--- src/rtl/pong_round_ctrl.sv ---
// Pong round sequencer: idle, serve countdown, live play, point pause and game over.
// Owns both scores and tells the ball logic when to re-centre, which way to serve and when to move.
module pong_round_ctrl #(
  parameter int c_SCORE_LIMIT  = 9,
  parameter int c_SERVE_FRAMES = 60,
  parameter int c_POINT_FRAMES = 30
) (
  input  logic       i_Clk,
  input  logic       i_Rst_L,
  input  logic       i_VSync,
  input  logic       i_Game_Start,
  input  logic       i_Miss_P1,
  input  logic       i_Miss_P2,
  output logic       o_Game_Active,
  output logic       o_Ball_Reset,
  output logic       o_Serve_Dir,
  output logic [3:0] o_P1_Score,
  output logic [3:0] o_P2_Score,
  output logic [1:0] o_Winner,
  output logic [2:0] o_State
);

  typedef enum logic [2:0] {
    ST_IDLE      = 3'd0,
    ST_SERVE     = 3'd1,
    ST_RUNNING   = 3'd2,
    ST_POINT     = 3'd3,
    ST_GAME_OVER = 3'd4
  } state_t;

  localparam logic [3:0] SCORE_LIMIT = 4'(c_SCORE_LIMIT);
  localparam logic [7:0] SERVE_LOAD  = 8'(c_SERVE_FRAMES - 1);
  localparam logic [7:0] POINT_LOAD  = 8'(c_POINT_FRAMES - 1);

  state_t     state_r, state_s;
  logic [7:0] timer_r, timer_s;
  logic [3:0] p1_score_r, p1_score_s, p2_score_r, p2_score_s;
  logic [3:0] p1_inc_s, p2_inc_s;
  logic [1:0] winner_r, winner_s;
  logic       serve_dir_r, serve_dir_s;
  logic       ball_reset_r, ball_reset_s;
  logic       vsync_prev_r, start_prev_r, start_armed_r;
  logic       tick_s, press_s;

  // start_armed_r stays low until the button has been seen released after reset,
  // so a button held through reset release never counts as a press.
  assign tick_s   = ~i_VSync & vsync_prev_r;
  assign press_s  = i_Game_Start & ~start_prev_r & start_armed_r;
  assign p1_inc_s = p1_score_r + 4'd1;
  assign p2_inc_s = p2_score_r + 4'd1;

  // Next-state, timer and score decisions for the round sequencer
  always_comb begin
    state_s      = state_r;
    timer_s      = timer_r;
    p1_score_s   = p1_score_r;
    p2_score_s   = p2_score_r;
    winner_s     = winner_r;
    serve_dir_s  = serve_dir_r;
    ball_reset_s = 1'b0;
    case (state_r)
      ST_IDLE: begin
        if (press_s) begin
          state_s = ST_SERVE;
        end else begin
          state_s = ST_IDLE;
        end
      end
      ST_SERVE: begin
        // ball_reset_r marks the entry cycle, whose tick is not counted
        if (tick_s && !ball_reset_r) begin
          if (timer_r == 8'd0) begin
            state_s = ST_RUNNING;
          end else begin
            timer_s = timer_r - 8'd1;
          end
        end else begin
          state_s = ST_SERVE;
        end
      end
      ST_RUNNING: begin
        if (i_Miss_P1 && i_Miss_P2) begin
          state_s = ST_SERVE;
        end else if (i_Miss_P1) begin
          p2_score_s  = p2_inc_s;
          serve_dir_s = 1'b0;
          if (p2_inc_s == SCORE_LIMIT) begin
            state_s  = ST_GAME_OVER;
            winner_s = 2'd2;
          end else begin
            state_s = ST_POINT;
          end
        end else if (i_Miss_P2) begin
          p1_score_s  = p1_inc_s;
          serve_dir_s = 1'b1;
          if (p1_inc_s == SCORE_LIMIT) begin
            state_s  = ST_GAME_OVER;
            winner_s = 2'd1;
          end else begin
            state_s = ST_POINT;
          end
        end else begin
          state_s = ST_RUNNING;
        end
      end
      ST_POINT: begin
        if (tick_s) begin
          if (timer_r == 8'd0) begin
            state_s = ST_SERVE;
          end else begin
            timer_s = timer_r - 8'd1;
          end
        end else begin
          state_s = ST_POINT;
        end
      end
      ST_GAME_OVER: begin
        if (press_s) begin
          p1_score_s  = 4'd0;
          p2_score_s  = 4'd0;
          winner_s    = 2'd0;
          serve_dir_s = 1'b0;
          state_s     = ST_SERVE;
        end else begin
          state_s = ST_GAME_OVER;
        end
      end
      default: begin
        state_s = ST_IDLE;
      end
    endcase

    if (state_s == ST_SERVE && state_r != ST_SERVE) begin
      timer_s      = SERVE_LOAD;
      ball_reset_s = 1'b1;
    end else if (state_s == ST_POINT && state_r != ST_POINT) begin
      timer_s = POINT_LOAD;
    end else begin
      ball_reset_s = 1'b0;
    end
  end

  // State, timer, score and edge-detect registers
  always_ff @(posedge i_Clk or negedge i_Rst_L) begin
    if (!i_Rst_L) begin
      state_r       <= ST_IDLE;
      timer_r       <= 8'd0;
      p1_score_r    <= 4'd0;
      p2_score_r    <= 4'd0;
      winner_r      <= 2'd0;
      serve_dir_r   <= 1'b0;
      ball_reset_r  <= 1'b0;
      vsync_prev_r  <= 1'b0;
      start_prev_r  <= 1'b0;
      start_armed_r <= 1'b0;
    end else begin
      state_r       <= state_s;
      timer_r       <= timer_s;
      p1_score_r    <= p1_score_s;
      p2_score_r    <= p2_score_s;
      winner_r      <= winner_s;
      serve_dir_r   <= serve_dir_s;
      ball_reset_r  <= ball_reset_s;
      vsync_prev_r  <= i_VSync;
      start_prev_r  <= i_Game_Start;
      start_armed_r <= start_armed_r | ~i_Game_Start;
    end
  end

  assign o_Game_Active = (state_r == ST_RUNNING);
  assign o_Ball_Reset  = ball_reset_r;
  assign o_Serve_Dir   = serve_dir_r;
  assign o_P1_Score    = p1_score_r;
  assign o_P2_Score    = p2_score_r;
  assign o_Winner      = winner_r;
  assign o_State       = state_r;

endmodule

--- config.mk ---
export PLATFORM = sky130hd
export DESIGN_NAME = pong_round_ctrl
export DESIGN_NICKNAME = d
export VERILOG_FILES = /design/src/rtl/pong_round_ctrl.sv
export SDC_FILE = /design/constraint.sdc
export NUM_CORES = 1
export LEC_CHECK = 0
export CORE_MARGIN = 2
export CORE_UTILIZATION = 39
export CTS_CLUSTER_DIAMETER = 120
export DETAILED_ROUTE_END_ITERATION = 8
export DONT_BUFFER_PORTS = 1
export PLACE_DENSITY = 0.57
export SYNTH_ARGS = -nofsm -noshare
export SYNTH_HDL_FRONTEND = slang
export SYNTH_SLANG_ARGS = --single-unit
--- constraint.sdc ---
create_clock -name i_Clk -period 4.15 [get_ports i_Clk]
set_input_delay 0.415 -clock i_Clk [delete_from_list [all_inputs] [get_ports i_Clk]]
set_output_delay 0.415 -clock i_Clk [all_outputs]
set_load 0.01 [all_outputs]
# --- Word level (Yosys, flattened, before mapping) ---
# Index checks and enable logic that the tools add are counted.
word_totals:
  wordCells: 93
  in_bits: 6
  register_bits: 26
  out_inout_bits: 16
op_classes:
  addsub: 3
  n_eq_ne: 20
  n_reduce_logical: 14
  bitwise: 7
  muxes: 39
ops:
  columns: ["operator", "count"]
  rows:
  - ["two-way mux 8 bit", 5]
  - ["two-way mux 3 bit", 10]
  - ["two-way mux 4 bit", 6]
  - ["one-hot mux 4 bit (2 select lines)", 2]
  - ["one-hot mux 8 bit (2 select lines)", 1]
  - ["one-hot mux 3 bit (5 select lines)", 1]
  - ["two-way mux 2 bit", 6]
  - ["!= test 2 bit (second input constant)", 5]
  - ["== test 3 x 2 -> 1 bit (second input constant)", 3]
  - ["!= test 3 x 2 -> 1 bit (second input constant)", 3]
  - ["adder 4 x 1 -> 4 bit (second input constant)", 2]
  - ["== test 4 bit (second input constant)", 2]
  - ["logical NOT 8 bit", 1]
  - ["!= test 4 bit (second input constant)", 2]
  - ["AND reduction 4 bit", 2]
  - ["subtractor 8 x 1 -> 8 bit (second input constant)", 1]
  - ["== test 3 x 1 -> 1 bit (second input constant)", 2]
  - ["two-way mux 1 bit", 6]
  - ["AND reduction 6 bit", 1]
  - ["AND reduction 5 bit", 1]
  - ["logical AND 1 bit", 4]
  - ["one-hot mux 2 bit (2 select lines)", 1]
  - ["nonzero test 4 bit", 1]
  - ["bitwise AND 1 bit", 3]
  - ["10 further kinds", 12]

# --- Longest topological paths before layout ---
# Gate-level depths: netlist of the first run.
logic_depth:
  ltp_word: 11
  mapped_depth: 9
  depth_no_buf: 9

# --- Worst setup path before layout of the first run ---
# No wires, ideal clock.
synth_path:
  path_type: "register to register"
  from: "register p2_score_r[0] (netlist: o_P2_Score[0])"
  to: "register winner_r[0] (netlist: o_Winner[0])"
  synth_period_minus_slack_ps: 2207
  path_stages_with_launch: 8
  path_slack_ps: 1943
  n_path_buf: 0
  arrival_time_ps: 2083
  path_cell_list: "dfrtp_1 -> ha_1 -> nand2_1 -> or3_1 -> o21a_1 -> mux2_2 -> a211oi_2 -> mux2_2"
synth_via:
  elab_chain_cells: 4
synth_rtl:
  columns: ["item", "line_no", "rtl"]
  rows:
  - ["start, declared", "37", "logic [3:0] p1_score_r, p1_score_s, p2_score_r, p2_score_s;"]
  - ["start signal, assigned", "160", "p2_score_r <= p2_score_s;"]
  - ["adder 4 x 1 -> 4 bit", "50", "assign p2_inc_s = p2_score_r + 4'd1;"]
  - ["== test 4 bit", "87", "if (p2_inc_s == SCORE_LIMIT) begin"]
  - ["!= test 3 x 2 -> 1 bit (no line)", null, null]
  - ["AND reduction 6 bit (no line)", null, null]
  - ["end signal, assigned", "161", "winner_r <= winner_s;"]
  - ["end, declared", "39", "logic [1:0] winner_r, winner_s;"]
# No other way between the ends.
# A chain may end at the register's enable or synchronous reset.

# --- Final worst setup path of the first run ---
# Ends and elaborated chain as after synthesis.

==> summary.md, run 1 <==
| Metric | Value |
|---|---|
| Antenna fix cells | 0 |
| Count of unique library cells instantiated by Yosys | 47 |
| Crit path max-delay family | multiplexers |
| Top_reg_cell synth | dfrtp_1 |
| Synthesis Warnings | 0 |
| CP Cell Sequence | ha_1 > nand2_1 > or3_1 > o21a_1 > mux2_2 > a211oi_2 > mux2_2 |
| Crit path buffers/inverters | 0 |
| Total power | 590 uW |
| #FFs+latches synth | 26 |
| Clock transition at path regs | 90 ps |
| R2R cell count | 7 |
| CTS tree | built |
| CP Class | register to register |
| Max-Cap Viols | 0 |
| CP Launch Type | register |
| Most frequent cells in the layout | nand2_1 (29), dfrtp_1 (26), nor2_1 (17) |
| # rows | 23 |
| Clk sinks | 26 |
| Rel. slew slack | 0.539 |
| Clock root cell | clkbuf_8 |
| Cell depth of the worst setup path | 7 |
| Initial antenna violation count | 0 |
| Least-Margin Pin Slew | 682 ps |
| WHS | 162 ps |
| Final TNS setup | 0 ps |
| Chip height | 68.9 um |
| Global placement routability congestion | 0.901 |
| Leakage | 0.000712 uW |
| Slowest cell on crit path | dfrtp_1 |
| Final ANT Viol Nets | 0 |
| Final Non-Filler Cells | 245 |
| Setup violators final | 0 |
| PwrDens | 334 nW/um^2 |
| TritonCTS Buffers | 3 |
| DR iter-0 viols | 104 |
| Final worst slack | 1680 ps |
| WL per Instance | 15.1 um |
| DP HPWL | 2830 um |
| CP max FO | 6 |
| Tot GR Track Use | 0.178 |
| Area Growth Syn to Fin | 7.46% |
| Final worst path period share | 0.596 |
| Syn Nets | 204 |
| Post-place setup slack | 1700 ps |
| Largest net degree at the start of global routing | 27 |
| Mapped cell area | 1640 um^2 |
| Setup bufs post-CTS | 0 |
| Post-synthesis instance total | 193 |
| Worst IR Drop VDD | 0.124 mV |
| Critical path arrival | 2630 ps |
| Routed via count | 1392 |
| Final Hold Fails | 0 |
| Io pins | 22 |
| Layout Nets | 208 |
| WL final | 3700 um |
| Vias in the first global route | 1376 |
| Maximum clock frequency | 0.404 GHz |
| I/O Buffers | 0 |
| Core ar. | 4030 um^2 |
| CP most frequent cell | mux2_2 |
| DR DRC count | 0 |
| First-pass GRT wire length | 6310 um |
| Max incr delay on CP | 500 ps |
| Unrepaired setup endpoints after global routing | no |
| Crit path capture type | register |
| Sequential share of the synthesized area | 0.396 |
| Tmin final | 2470 ps |
| Hold-fix buffers, CTS | 2 |
| CTS H-tree depth | 1 |
| Initial cell density of the core | 0.408 |
| Clk Latency, worst-skew pair | 270 ps |
| Placed Instances | 240 |
| Proportion of layout cells with a drive suffix above 1 | 0.0667 |
| Avg Cell Area, Syn | 8.51 um^2 |
| GRT Residual Overflow | 0 |
| Post-CTS Resized | 0 |
| Outcome | finished clean |
| Post-synth ARST share | 1.00 |
| Required time of the critical path | 4300 ps |
| Clock buffer depth | 2 |
| Worst Skew | 9.37 ps |
| Drt pass-1 iters | 4 |
| EDFF count, synth | 0 |
| Fin. max-slew vios | 0 |
| Fill count | 413 |
| DR vias/cell | 5.68 |
| Commonest non-fill, non-tap cell in the layout | nand2_1 |
| Hold Path Class | primary input to register |
| Die width | 68.9 um |
| Die area | 4750 um^2 |
| Hold Path Stages | 0 |
-- cell usage after synthesis (4+ instances only) --
cell / instances / share of area
nand2_1: 29 / 0.066
dfrtp_1: 26 / 0.40
o21ai_0: 11 / 0.034
or3_1: 5 / 0.019
inv_1: 13 / 0.030
nand3_1: 8 / 0.024
a21oi_1: 13 / 0.040
o31ai_1: 5 / 0.023
nand2b_1: 4 / 0.015
nor2_1: 17 / 0.039
ha_1: 5 / 0.038
mux2i_1: 4 / 0.024
nor3_1: 5 / 0.015
-- registers in the layout (all words and copies together) (netlist names) --
signal	cells
o_State	3
o_P2_Score	4
o_Serve_Dir	1
o_Winner	2
o_P1_Score	4
o_Ball_Reset	1
start_armed_r	1
vsync_prev_r	1
start_prev_r	1
timer_r	8
-- routing by layer --
metal  GRT usage  share of wire  wire (um)  up-vias
met5           0              0          0        -
li1            -              -          -      698
met2       0.273           0.44       1630       31
met1       0.255           0.50       1830      661
met4      0.0441         0.0051         19        0
met3      0.0406          0.058        213        2
-- final timing paths --
check / startpoint / slack, ps / to
max in group asynchronous: i_Rst_L / 3420 / start_armed_r$_DFF_PN0_
hold / removal: i_VSync / 160 / vsync_prev_r$_DFF_PN0_
setup / recovery: o_P2_Score[0]$_DFFE_PN0P_ / 1680 / o_Winner[0]$_DFFE_PN0P_
setup reg to reg: o_P2_Score[0]$_DFFE_PN0P_ / 1680 / o_Winner[0]$_DFFE_PN0P_
hold reg to reg: start_armed_r$_DFF_PN0_ / 470 / start_armed_r$_DFF_PN0_
min in group asynchronous: i_Rst_L / 560 / timer_r[4]$_DFFE_PN0P_
-- cell families (layout without fill, tap and decap cells) --
logic type,after synthesis,after routing,share of synthesized area
and+or+nand+nor,92,92,0.299
AOI/OAI and AO/OA,47,47,0.185
DFF,26,26,0.396
buffers and inverters,16,18,0.0366
muxes,7,7,0.0449
adders and majority gates,5,5,0.0381
-- stage by stage --
stage               cell area (um^2)  utilization
floorplan                       1640            -
global placement                1690        0.420
detailed placement              1690        0.420
CTS                             1770        0.438
global route                    1770        0.438
finish                          1770        0.438
-- layout make-up --
type / instances / area, um^2 / share of cell area
Timing Repair Buffer: 2 / 30.0 / 0.0170
Clock buffer: 3 / 41.3 / 0.0234
Tap cell: 50 / 62.6 / 0.0354
Inverter: 13 / 48.8 / 0.0276
Sequential cell: 26 / 651 / 0.369
Multi-Input combinational cell: 151 / 932 / 0.528
-- report_power, final --
group	leakage, uW	total (uW)	internal (uW)	switching [uW]
clock	0.0000216	143	65.1	78.1
sequential	0.000317	312	277	34.8
combinational	0.000373	134	51.0	83.5
total	0.000712	590	394	196
Power figures use the tool's default switching activity.
==> run 2: changes to the inputs <==
clock period = 2.4 ns   (was 4.15 ns; I/O delays follow)
==> run 2 against run 1 <==
  * Clock-buffer cell count grew 1
  * Clock power increased by 100%
  * Combinational power grew 91%
  * Die area unchanged
  * Clock skew fell by 3.8 ps
  * Sequential share of layout area decreased by 2.8 points
  * Sequential cell count is the same
  * Via count grew 3.4%
  * Worst hold slack lost 120 ps
  * Critical path depth grew 1
  * Cell area up 8.5%
  * Utilization increased by 3.7 points
  * Largest power group unchanged
  * Highest routed layer unchanged
==> summary.md, run 2 (same netlist as run 1, synthesis figures left out) <==
| Metric | Value |
|---|---|
| Final worst path period share | 0.954 (was 0.596) |
| DR DRC count | 0 (unchanged) |
| Critical path arrival | 2450 ps (was 2630 ps) |
| Tot GR Track Use | 0.181 (was 0.178) |
| Die area | 4750 um^2 (unchanged) |
| I/O Buffers | 0 (unchanged) |
| CP Class | register to register (unchanged) |
| Vias in the first global route | 1424 (was 1376) |
| Unrepaired setup endpoints after global routing | no (unchanged) |
| Final ANT Viol Nets | 0 (unchanged) |
| Required time of the critical path | 2560 ps (was 4300 ps) |
| Layout Nets | 224 (was 208) |
| Antenna fix cells | 0 (unchanged) |
| Tmin final | 2290 ps (was 2470 ps) |
| Worst Min Path Start | i_Game_Start (was i_VSync) |
| # rows | 23 (unchanged) |
| Commonest non-fill, non-tap cell in the layout | nand2_1 (unchanged) |
| Rel. slew slack | 0.646 (was 0.539) |
| RR Startpoint | o_P2_Score[0]$_DFFE_PN0P_ (unchanged) |
| WL final | 3850 um (was 3700 um) |
| DR vias/cell | 5.49 (was 5.68) |
| CTS H-tree depth | 1 (unchanged) |
| GRT Residual Overflow | 0 (unchanged) |
| CP startpoint | o_P2_Score[0]$_DFFE_PN0P_ (unchanged) |
| Maximum clock frequency | 0.437 GHz (was 0.404 GHz) |
| Crit path capture type | register (unchanged) |
| Largest net degree at the start of global routing | 27 (unchanged) |
| Most frequent cells in the layout | nand2_1 (29), dfrtp_1 (25), nor2_1 (17) (was nand2_1 (29), dfrtp_1 (26), nor2_1 (17)) |
| CP Launch Type | register (unchanged) |
| Io pins | 22 (unchanged) |
| Final TNS setup | 0 ps (unchanged) |
| First-pass GRT wire length | 6380 um (was 6310 um) |
| Worst IR Drop VDD | 0.255 mV (was 0.124 mV) |
| DP HPWL | 2980 um (was 2830 um) |
| Max-Cap Viols | 0 (unchanged) |
| Clock buffer depth | 2 (unchanged) |
| Chip height | 68.9 um (unchanged) |
| Clk sinks | 26 (unchanged) |
| Setup violators final | 0 (unchanged) |
| Outcome | finished clean (unchanged) |
| Proportion of layout cells with a drive suffix above 1 | 0.142 (was 0.0667) |
| FF+latch area | 652 um^2 (was 651 um^2) |
| Global placement routability congestion | 0.918 (was 0.901) |
| CP max FO | 6 (unchanged) |
| Die width | 68.9 um (unchanged) |
| Clk Latency, worst-skew pair | 270 ps (about the same) |
| TritonCTS Buffers | 3 (unchanged) |
| Final Hold Fails | 0 (unchanged) |
| PwrDens | 559 nW/um^2 (was 334 nW/um^2) |
| Area of the multi-input gates | 942 um^2 (was 932 um^2) |
| Hold Path Class | primary input to register (unchanged) |
| Placed inst area | 1800 um^2 (was 1690 um^2) |
| Core ar. | 4030 um^2 (unchanged) |
| Worst Skew | 5.53 ps (was 9.37 ps) |
| Clock transition at path regs | 90 ps (about the same) |
| Fill count | 419 (was 413) |
| Area Growth Syn to Fin | 16.6% (was 7.46%) |
| Clock root cell | clkbuf_8 (unchanged) |
| CTS tree | built (unchanged) |
| WL per Instance | 14.7 um (was 15.1 um) |
| Drt pass-1 iters | 4 (unchanged) |
| Fin. max-slew vios | 0 (unchanged) |
| Routed via count | 1439 (was 1392) |
| DR iter-0 viols | 61 (was 104) |
| Initial antenna violation count | 0 (unchanged) |
| Leakage | 0.000797 uW (was 0.000712 uW) |
| Max reg flops | 8 (unchanged) |
| Top reg by flops | timer_r (unchanged) |
| Setup bufs post-CTS | 0 (unchanged) |
| Least-Margin Pin Slew | 527 ps (was 682 ps) |
| Post-Layout Inst Area | 1920 um^2 (was 1770 um^2) |
| Initial cell density of the core | 0.408 (unchanged) |
run 2: critical path: stages (launching register included):
cell and delay [ps]:
dfrtp_2 460, inv_1 70, ha_1 160, nand2_1 50, or3_1 360, o21a_1 160, mux2_2 300, a211oi_4 270
mux2_2 350
run 2: metrics by stage:
step	setup WS (ps)	utilization	std cells	total power, uW	hold slack, ps
final	110	0.475	262	1070	39.6
after global placement	149	0.447	254	776	-54.5
after CTS	25.4	0.473	262	1090	31.7
after detailed placement	52.7	0.447	254	778	-54.3
after floorplan	193	-	193	712	-55.6
after global routing	10.9	0.475	262	1150	41.1
run 2: final timing paths:
path	to	slack, ps	depth (start not counted)
min in group asynchronous	timer_r[5]$_DFFE_PN0P_	400	2
max in group asynchronous	o_P2_Score[0]$_DFFE_PN0P_	1840	2
min	start_armed_r$_DFF_PN0_	40	1
max reg2reg	o_Winner[0]$_DFFE_PN0P_	110	8
min reg2reg	start_armed_r$_DFF_PN0_	480	1
max	o_Winner[0]$_DFFE_PN0P_	110	8
run 2: layout make-up:
| class | count | share of cell area |
|---|---|---|
| Sequential cell | 26 | 0.340 |
| Clock buffer | 4 | 0.0287 |
| Tap cell | 50 | 0.0327 |
| Multi-Input combinational cell | 151 | 0.492 |
| Timing Repair Buffer | 18 | 0.0810 |
| Inverter | 13 | 0.0255 |
run 2: what timing repair did:
| item | in CTS | in global routing |
|---|---|---|
| hold buffers | 4 | 0 |
| endpoints found under the hold margin | 28 | 0 |
| gates resized for setup | 0 | 3 |
| setup endpoints to repair | 0 | 1 |
run 2: power breakdown:
part | internal (uW) | switching (uW) | total, uW
Combinational | 101 | 155 | 256
Clock | 147 | 140 | 287
Sequential | 480 | 49.2 | 529
Total | 727 | 344 | 1070
run 2: routing by layer:
metal | track usage | vias up | wire, um
li1 | - | 729 | -
met1 | 0.237 | 684 | 1840
met2 | 0.299 | 24 | 1770
met3 | 0.0422 | 2 | 218
met4 | 0.0490 | 0 | 21
met5 | 0 | - | 0
